## src/rtl/rx_packet_sequencer.sv

```systemverilog
// Receive-side USB packet sequencer: hunts SYNC, checks the PID, assembles
// payload bytes LSB-first and reports clean completion or an error code at EOP.
module rx_packet_sequencer #(
  parameter int          MAX_BYTES    = 64,
  parameter logic [7:0]  SYNC_PATTERN = 8'h80,
  parameter int          TIMEOUT      = 16
) (
  input  logic                           clock,
  input  logic                           reset,
  input  logic                           rx_active,
  input  logic                           eop,
  input  logic                           bit_valid,
  input  logic                           bit_in,
  output logic                           dec_enable,
  output logic [3:0]                     pid,
  output logic                           pid_valid,
  output logic [7:0]                     byte_out,
  output logic                           byte_valid,
  output logic [$clog2(MAX_BYTES+1)-1:0] byte_count,
  output logic                           pkt_done,
  output logic                           pkt_error,
  output logic [1:0]                     err_code,
  output logic [2:0]                     state_dbg
);

  localparam int CW = $clog2(MAX_BYTES + 1);
  localparam int TW = $clog2(TIMEOUT + 1);
  localparam logic [CW-1:0] MAX_CNT  = CW'(MAX_BYTES);
  localparam logic [TW-1:0] TMO_LAST = TW'(TIMEOUT - 1);

  typedef enum logic [2:0] {
    S_IDLE  = 3'd0,
    S_SYNC  = 3'd1,
    S_PID   = 3'd2,
    S_DATA  = 3'd3,
    S_DRAIN = 3'd4
  } state_t;

  state_t          state, state_nxt;
  logic [7:0]      shreg, shreg_nxt;
  logic [2:0]      bit_idx, bit_idx_nxt;
  logic [TW-1:0]   tmo, tmo_nxt;
  logic [7:0]      shifted;

  logic            dec_enable_nxt;
  logic [3:0]      pid_nxt;
  logic            pid_valid_nxt;
  logic [7:0]      byte_out_nxt;
  logic            byte_valid_nxt;
  logic [CW-1:0]   byte_count_nxt;
  logic            pkt_done_nxt;
  logic            pkt_error_nxt;
  logic [1:0]      err_code_nxt;

  // New bits enter at bit 7, so after eight shifts the first-received bit sits in bit 0.
  assign shifted   = {bit_in, shreg[7:1]};
  assign state_dbg = state;

  // Strobe semantics: pid_valid, byte_valid, pkt_done and pkt_error are single-cycle
  // pulses with no back-pressure; their data (pid, byte_out, byte_count, err_code)
  // is valid in the same cycle as the pulse and is held afterwards.
  always_comb begin
    state_nxt      = state;
    shreg_nxt      = shreg;
    bit_idx_nxt    = bit_idx;
    tmo_nxt        = tmo;
    pid_nxt        = pid;
    pid_valid_nxt  = 1'b0;
    byte_out_nxt   = byte_out;
    byte_valid_nxt = 1'b0;
    byte_count_nxt = byte_count;
    pkt_done_nxt   = 1'b0;
    pkt_error_nxt  = 1'b0;
    err_code_nxt   = err_code;

    case (state)
      S_IDLE: begin
        if (rx_active) begin
          state_nxt      = S_SYNC;
          shreg_nxt      = 8'h00;
          byte_count_nxt = '0;
        end
      end

      S_SYNC: begin
        if (eop || !rx_active) begin
          state_nxt = S_IDLE;
        end else if (bit_valid) begin
          shreg_nxt = shifted;
          if (shifted == SYNC_PATTERN) begin
            state_nxt   = S_PID;
            bit_idx_nxt = 3'd0;
            tmo_nxt     = '0;
          end
        end
      end

      S_PID, S_DATA: begin
        // eop wins over a coincident bit, which is simply dropped.
        if (eop) begin
          state_nxt = S_IDLE;
          if (state == S_DATA && bit_idx == 3'd0) begin
            pkt_done_nxt = 1'b1;
          end else begin
            pkt_error_nxt = 1'b1;
            err_code_nxt  = 2'd2;
          end
        end else if (!rx_active) begin
          state_nxt     = S_IDLE;
          pkt_error_nxt = 1'b1;
          err_code_nxt  = 2'd3;
        end else if (bit_valid) begin
          tmo_nxt     = '0;
          shreg_nxt   = shifted;
          bit_idx_nxt = bit_idx + 3'd1;
          if (bit_idx == 3'd7) begin
            if (state == S_PID) begin
              if (shifted[7:4] == ~shifted[3:0]) begin
                pid_nxt       = shifted[3:0];
                pid_valid_nxt = 1'b1;
                state_nxt     = S_DATA;
              end else begin
                pkt_error_nxt = 1'b1;
                err_code_nxt  = 2'd1;
                state_nxt     = S_DRAIN;
              end
            end else if (byte_count == MAX_CNT) begin
              pkt_error_nxt = 1'b1;
              err_code_nxt  = 2'd3;
              state_nxt     = S_DRAIN;
            end else begin
              byte_out_nxt   = shifted;
              byte_valid_nxt = 1'b1;
              byte_count_nxt = byte_count + CW'(1);
            end
          end
        end else if (tmo == TMO_LAST) begin
          pkt_error_nxt = 1'b1;
          err_code_nxt  = 2'd3;
          state_nxt     = S_DRAIN;
        end else begin
          tmo_nxt = tmo + TW'(1);
        end
      end

      S_DRAIN: begin
        if (eop || !rx_active) begin
          state_nxt = S_IDLE;
        end
      end

      default: state_nxt = S_IDLE;
    endcase

    dec_enable_nxt = (state_nxt == S_SYNC) || (state_nxt == S_PID) || (state_nxt == S_DATA);
  end

  always_ff @(posedge clock) begin
    if (reset) begin
      state      <= S_IDLE;
      shreg      <= 8'h00;
      bit_idx    <= 3'd0;
      tmo        <= '0;
      dec_enable <= 1'b0;
      pid        <= 4'h0;
      pid_valid  <= 1'b0;
      byte_out   <= 8'h00;
      byte_valid <= 1'b0;
      byte_count <= '0;
      pkt_done   <= 1'b0;
      pkt_error  <= 1'b0;
      err_code   <= 2'd0;
    end else begin
      state      <= state_nxt;
      shreg      <= shreg_nxt;
      bit_idx    <= bit_idx_nxt;
      tmo        <= tmo_nxt;
      dec_enable <= dec_enable_nxt;
      pid        <= pid_nxt;
      pid_valid  <= pid_valid_nxt;
      byte_out   <= byte_out_nxt;
      byte_valid <= byte_valid_nxt;
      byte_count <= byte_count_nxt;
      pkt_done   <= pkt_done_nxt;
      pkt_error  <= pkt_error_nxt;
      err_code   <= err_code_nxt;
    end
  end

endmodule

```

## config.mk

```make
export PLATFORM = sky130hd
export DESIGN_NAME = rx_packet_sequencer
export DESIGN_NICKNAME = d
export VERILOG_FILES = /design/src/rtl/rx_packet_sequencer.sv
export SDC_FILE = /design/constraint.sdc
export NUM_CORES = 1
export LEC_CHECK = 0
export ABC_AREA = 1
export CORE_MARGIN = 2
export CORE_UTILIZATION = 55
export CTS_CLUSTER_DIAMETER = 50
export CTS_CLUSTER_SIZE = 30
export DETAILED_ROUTE_END_ITERATION = 12
export PLACE_DENSITY = 0.87
export SYNTH_ARGS = -nofsm -noshare
export SYNTH_HDL_FRONTEND = slang
export SYNTH_SLANG_ARGS = --single-unit
export TNS_END_PERCENT = 10
```

## constraint.sdc

```tcl
create_clock -name clock -period 2.5 [get_ports clock]
set_input_delay 0.5 -clock clock [delete_from_list [all_inputs] [get_ports clock]]
set_output_delay 0.5 -clock clock [all_outputs]
set_load 0.02 [all_outputs]
```

==> results of run 1 <==
## per-layer routing
layer | share of wire (%) | up-vias | GRT usage (%)
li1 | - | 1103 | -
met5 | 0 | - | 0
met3 | 7.0 | 12 | 3.92
met4 | 2.6 | 0 | 12.6
met2 | 45 | 79 | 35.4
met1 | 45 | 975 | 29.3
## flip-flops by register name, indices dropped and copies added (netlist names), 2 cells and up
signal and cells:
byte_out 8, byte_count 7, shreg 7, tmo 5, pid 4, bit_idx 3
state_dbg 3, err_code 2
## kinds of logic (layout without fill, tap and decap cells)
logic type / Yosys count / in the layout / synth area share [%]
AOI/OAI and AO/OA: 69 / 69 / 19.3
and+or+nand+nor: 143 / 143 / 28.8
xor gates and xnor gates: 4 / 4 / 1.49
buffers and inverters: 45 / 81 / 9.07
adders and majority gates: 7 / 7 / 3.74
DFF: 44 / 44 / 37.6
## Yosys cell counts, drive strengths merged
master / number
o31ai: 1
dfxtp: 44
nand3: 20
nand2: 70
nand4: 7
o21bai: 1
clkinv: 1
a21oi: 42
and3: 1
a211oi: 7
nor3: 8
o22ai: 1
o21ai: 16
xor2: 4
inv: 37
ha: 7
o211ai: 1
nor2: 34
buf: 3
clkbuf: 4
or2: 1
nor4: 2
## worst min path at each step
stage / startpoint / slack [ps] / cells past startpoint / endpoint
final: pid[3] / 460 / 2 / pid[3]
after global placement: pid[2] / 450 / 2 / pid[2]
after global routing: err_code[0] / 480 / 2 / err_code[0]
after CTS: pid[3] / 470 / 2 / pid[3]
after floorplan: shreg[1] / 490 / 2 / pid[0]
after detailed placement: pid[1] / 460 / 2 / pid[1]
## area by class of cell
class / instances / area (µm²) / area share (%)
flip-flops and latches: 44 / 881 / 31.6
inverters: 38 / 151 / 5.44
repair buffers: 35 / 348 / 12.5
multi-input cells: 223 / 1250 / 44.9
clock buffers: 8 / 90.1 / 3.24
well taps: 50 / 62.6 / 2.25
## metrics by stage
| step | cells | power (mW) |
|---|---|---|
| after floorplan | 312 | 0.854 |
| after global placement | 390 | 0.888 |
| after detailed placement | 390 | 0.891 |
| after CTS | 398 | 1.35 |
| after global routing | 398 | 1.40 |
| final | 398 | 1.34 |
## power breakdown
group | switching, mW | leakage, nW | internal [mW]
clock network | 0.242 | 0.0455 | 0.225
registers | 0.0146 | 0.356 | 0.715
logic | 0.0980 | 0.659 | 0.0487
total | 0.354 | 1.06 | 0.989
==> run summary, run 1 <==
run status -> finished, final reports clean
Cell Rows -> 23
PwrDens -> 483 nW/µm²
Setup Fix Bufs, Post-CTS -> 0
clock net sink count -> 44
commonest non-fill, non-tap cell in the layout -> nand2_1
gpl congestion -> 0.970
maxcap violations -> 0
worst-margin pin slew -> 368 ps
initial antenna violation count -> 0
Max rail drop VDD -> 0.000434 V
Pleak -> 1.06 nW
die extent in x -> 69.3 µm
Setup crit start -> state_dbg[1]
count of different cell masters after synthesis -> 38
reg-to-reg critical path endpoint -> byte_count[0]
height of the die -> 69.3 µm
Total Neg Setup Slack -> 0 ps
Num CTS Buffers -> 5
FMAX -> 494 MHz
post-layout worst setup margin -> 476 ps
Post-CTS Resized -> 0
Area Growth Syn to Fin -> 18.7%
vias in the first global route -> 1,930
DRT Wirelength -> 5170 µm
CP Max Fanout -> 7
dpl ws -> 250 ps
Worst Path Arrival -> 1520 ps
fin area -> 2780 µm²
slew margin rel. -> 75.4%
part of the cycle the worst path needs -> 81.0%
slowest stage delay, CP -> 680 ps
DRT iter0 DRCs -> 163
WS Path Type -> flop to primary output
HPWL after DPL -> 3800 µm
Worst path depth -> 1
# hold bufs at CTS -> 0
first-pass GRT wire length -> 8780 µm
syn_nets -> 325
# diodes -> 0
port buffer count -> 34
worst reg-to-reg setup slack -> 630 ps
Final ANT Viol Nets -> 0
Critical Path RT -> 2000 ps
Die Area -> 4800 µm²
post-synth top area share -> 37.6%
final core utilization -> 68.6%
Slew Limit Fails -> 0
cell accounting for the most synthesized area -> dfxtp_1
net total in the final layout -> 360
All-Layer GR Usage -> 22.6%
Top delay family on crit path -> buffers and inverters
detail-routed net length per standard cell -> 13.0 µm
clk slew on worst S/H paths -> 80 ps
critical path endpoint category -> primary output
H-tree Lvls -> 2
Max clock buf depth -> 2
sequential area share after synthesis -> 37.6%
drt drc -> 0
FILL cells -> 360
IO Count -> 35
TritonCTS clock tree -> done
crit path to -> state_dbg[1]
startpoint types -> flop
drt pass-1 iters -> 5
Syn Area/Cell -> 7.52 µm²
Initial Util -> 57.8%
cell count after synthesis -> 312
post-place instance area -> 2690 µm²
final hold vios -> 0
largest cells by area after synthesis -> dfxtp_1 38%, nand2_1 10%, a21oi_1 7.7%, inv_1 5.0%, nor2_1 5.0%
yosys warns -> 0
Worst Hold Class -> flop to flop
Syn Std Cell Area -> 2340 µm²
Clock Tree Root -> clkbuf_8
Critical-path top delay cell -> clkdlybuf4s50_1
min Tclk post-route -> 2020 ps
Hold Slack -> 463 ps
Clock Latency Late Sink -> 310 ps
total core area -> 4060 µm²
CP Cell Sequence -> clkdlybuf4s50_1
Buffers & Inverters on Critical Path -> 1
RSZ-0062 raised after global routing -> false
gr ovfl total -> 0
Final Setup Violations -> 0
largest net degree at the start of global routing -> 30
commonest cells after routing, fill and taps aside -> 63 x nand2_1, 44 x dfxtp_1, 36 x a21oi_1
post-synthesis register bit count -> 44
vias -> 2,169
Worst Clk Skew -> 4.06 ps
layout cell share with drive strength beyond 1 -> 12.9%
R2R Path Start -> bit_idx[1]
average vias per placed instance -> 5.45
reg2reg path depth -> 10
(Power assumes the default switching activity.)
==> run 2, diff against run 1 <==
--- a/config.mk
+++ b/config.mk
@@ -7,11 +7,11 @@
 export LEC_CHECK = 0
 export ABC_AREA = 1
 export CORE_MARGIN = 2
-export CORE_UTILIZATION = 55
+export CORE_UTILIZATION = 49
 export CTS_CLUSTER_DIAMETER = 50
 export CTS_CLUSTER_SIZE = 30
 export DETAILED_ROUTE_END_ITERATION = 12
-export PLACE_DENSITY = 0.87
+export PLACE_DENSITY = 0.82
 export SYNTH_ARGS = -nofsm -noshare
 export SYNTH_HDL_FRONTEND = slang
 export SYNTH_SLANG_ARGS = --single-unit
==> constraint.sdc (replaced) <==
create_clock -name clock -period 1.8 [get_ports clock]
set_input_delay 0.36 -clock clock [delete_from_list [all_inputs] [get_ports clock]]
set_output_delay 0.36 -clock clock [all_outputs]
set_load 0.02 [all_outputs]
==> run 2 against run 1 <==
Final area grew 12%. Setup slack got worse by 400 ps. Register-to-register slack got worse by 520 ps. Final cell count grew 9.0%. Via count grew 8.1%. Clock skew about the same. Critical endpoint is now byte_count[4].
==> run summary, run 2 (synthesis gave the netlist of run 1 again) <==
H-tree Lvls -> 2
PwrDens -> 671 nW/µm²
Pleak -> 1.29 nW
average vias per placed instance -> 5.40
global route hottest layer -> met2
Worst Clk Skew -> 3.70 ps
initial antenna violation count -> 0
met2 Track Usage GR -> 34.5%
R2R Path Start -> byte_count[0]
Max clock buf depth -> 2
largest net degree at the start of global routing -> 30
Initial Util -> 50.3%
die extent in x -> 73.2 µm
critical path endpoint category -> primary output
height of the die -> 73.2 µm
FMAX -> 581 MHz
final hold vios -> 0
Max rail drop VDD -> 0.000501 V
post-layout worst setup margin -> 77.8 ps
Setup crit start -> byte_count[4]
Clock Latency Late Sink -> 290 ps
CP Max Fanout -> 6
vias in the first global route -> 2,069
reg2reg path depth -> 10
drt drc -> 0
total core area -> 4660 µm²
first-pass GRT wire length -> 9290 µm
Final ANT Viol Nets -> 0
Slew Limit Fails -> 0
Die Area -> 5350 µm²
port buffer count -> 34
max reg flops -> 8
commonest cells after routing, fill and taps aside -> 61 x nand2_1, 43 x dfxtp_1, 35 x a21oi_1
Buffers & Inverters on Critical Path -> 1
DRT iter0 DRCs -> 199
total chip power -> 2.09 mW
Num CTS Buffers -> 5
# hold bufs at CTS -> 0
DRT Wirelength -> 5490 µm
grt met3 use -> 5.94%
Worst Path Arrival -> 1360 ps
gr ovfl total -> 0
Critical-path top delay cell -> clkdlybuf4s50_1
Largest Register -> byte_out
worst-margin pin slew -> 381 ps
worst reg-to-reg setup slack -> 110 ps
CP Cell Sequence -> clkdlybuf4s50_1
clk slew on worst S/H paths -> 80 ps
detail-routed net length per standard cell -> 12.7 µm
drt pass-1 iters -> 5
slew margin rel. -> 74.6%
reg-to-reg critical path endpoint -> byte_count[3]
dpl ws -> -221 ps
hold path endpoint -> pid[1]
layout cell share with drive strength beyond 1 -> 23.2%
HPWL after DPL -> 4030 µm
Final Setup Violations -> 0
Cell Rows -> 25
min-delay src -> pid[1]
clock net sink count -> 44
WS Path Type -> flop to primary output
run status -> finished, final reports clean
Area Growth Syn to Fin -> 33.1%
part of the cycle the worst path needs -> 95.7%
IO Count -> 35
All-Layer GR Usage -> 22.0%
leading registers by flop count -> byte_out: 8 flops, byte_count: 7 flops, shreg: 7 flops
Top delay family on crit path -> buffers and inverters
gpl congestion -> 0.959
startpoint types -> flop
TritonCTS clock tree -> done
maxcap violations -> 0
slowest stage delay, CP -> 640 ps
cell count of the worst hold path -> 2
min Tclk post-route -> 1720 ps
Worst Hold Class -> flop to flop
met1 GRT Util -> 28.7%
vias -> 2,344
commonest non-fill, non-tap cell in the layout -> nand2_1
# diodes -> 0
Critical Path RT -> 1440 ps
Clock Tree Root -> clkbuf_8
net total in the final layout -> 392
==> run 2: layer usage <==
| metal | part of all wire [%] | wire length, µm |
|---|---|---|
| met1 | 45 | 2460 |
| met2 | 47 | 2560 |
| met3 | 6.6 | 361 |
| met4 | 2.0 | 110 |
| met5 | 0 | 0 |
==> run 2: cell type report <==
| cell class | count | area [µm²] |
|---|---|---|
| fill | 392 | 1540 |
| inverter | 38 | 155 |
| multi-input combinational | 223 | 1270 |
| clock buffer | 7 | 96.3 |
| timing repair buffer | 67 | 618 |
| tap | 54 | 67.6 |
| sequential | 44 | 882 |
| clock inverter | 1 | 30.0 |
==> run 2: how the worst max path moves through the flow <==
stage / slack, ps / end / depth (start not counted)
after floorplan: 180 / bit_idx[1] / 12
after global routing: -30 / byte_count[5] / 10
after CTS: 3 / byte_count[2] / 1
final: 80 / byte_count[4] / 1
after detailed placement: -220 / bit_idx[1] / 10
after global placement: -220 / bit_idx[1] / 10
==> run 2: worst reg2reg max path, stage by stage, from the launching register on <==
cell and delay (ps):
dfxtp_1 320, inv_1 90, ha_1 150, inv_1 40, nor2_1 120, nand3_1 190, or2_1 280, nand2_2 110
buf_4 150, nand2_1 50, a21oi_1 140
==> run 2: timing repair <==
item	CTS	global route
resized for setup	3	14
setup buffers	0	3
endpoints found under the setup margin	3	27
endpoints found under the hold margin	0	0
pin swaps	1	2
==> run 2: through the flow <==
step                      cell area [µm²]  instances  utilization [%]  hold slack (ps)  setup TNS [ps]
after floorplan                      2340        312                -              488               0
after global placement               2940        423             63.1              449           -4280
after detailed placement             2940        423             63.1              455           -4650
after CTS                            3070        431             65.8              466               0
after global routing                 3120        434             67.0              475           -89.5
final                                3120        434             67.0              462               0
==> run 2: report_power, final <==
part,switching [mW],internal (mW)
sequential,0.0211,0.993
clock,0.335,0.490
combinational,0.149,0.105
==> run 3, diff against run 2 <==
--- a/config.mk
+++ b/config.mk
@@ -11,6 +11,7 @@
 export CTS_CLUSTER_DIAMETER = 50
 export CTS_CLUSTER_SIZE = 30
 export DETAILED_ROUTE_END_ITERATION = 12
+export GPL_TIMING_DRIVEN = 1
 export PLACE_DENSITY = 0.82
 export SYNTH_ARGS = -nofsm -noshare
 export SYNTH_HDL_FRONTEND = slang
==> results of run 3 <==
The final DEF is identical to that of run 2; final timing and power are the same.
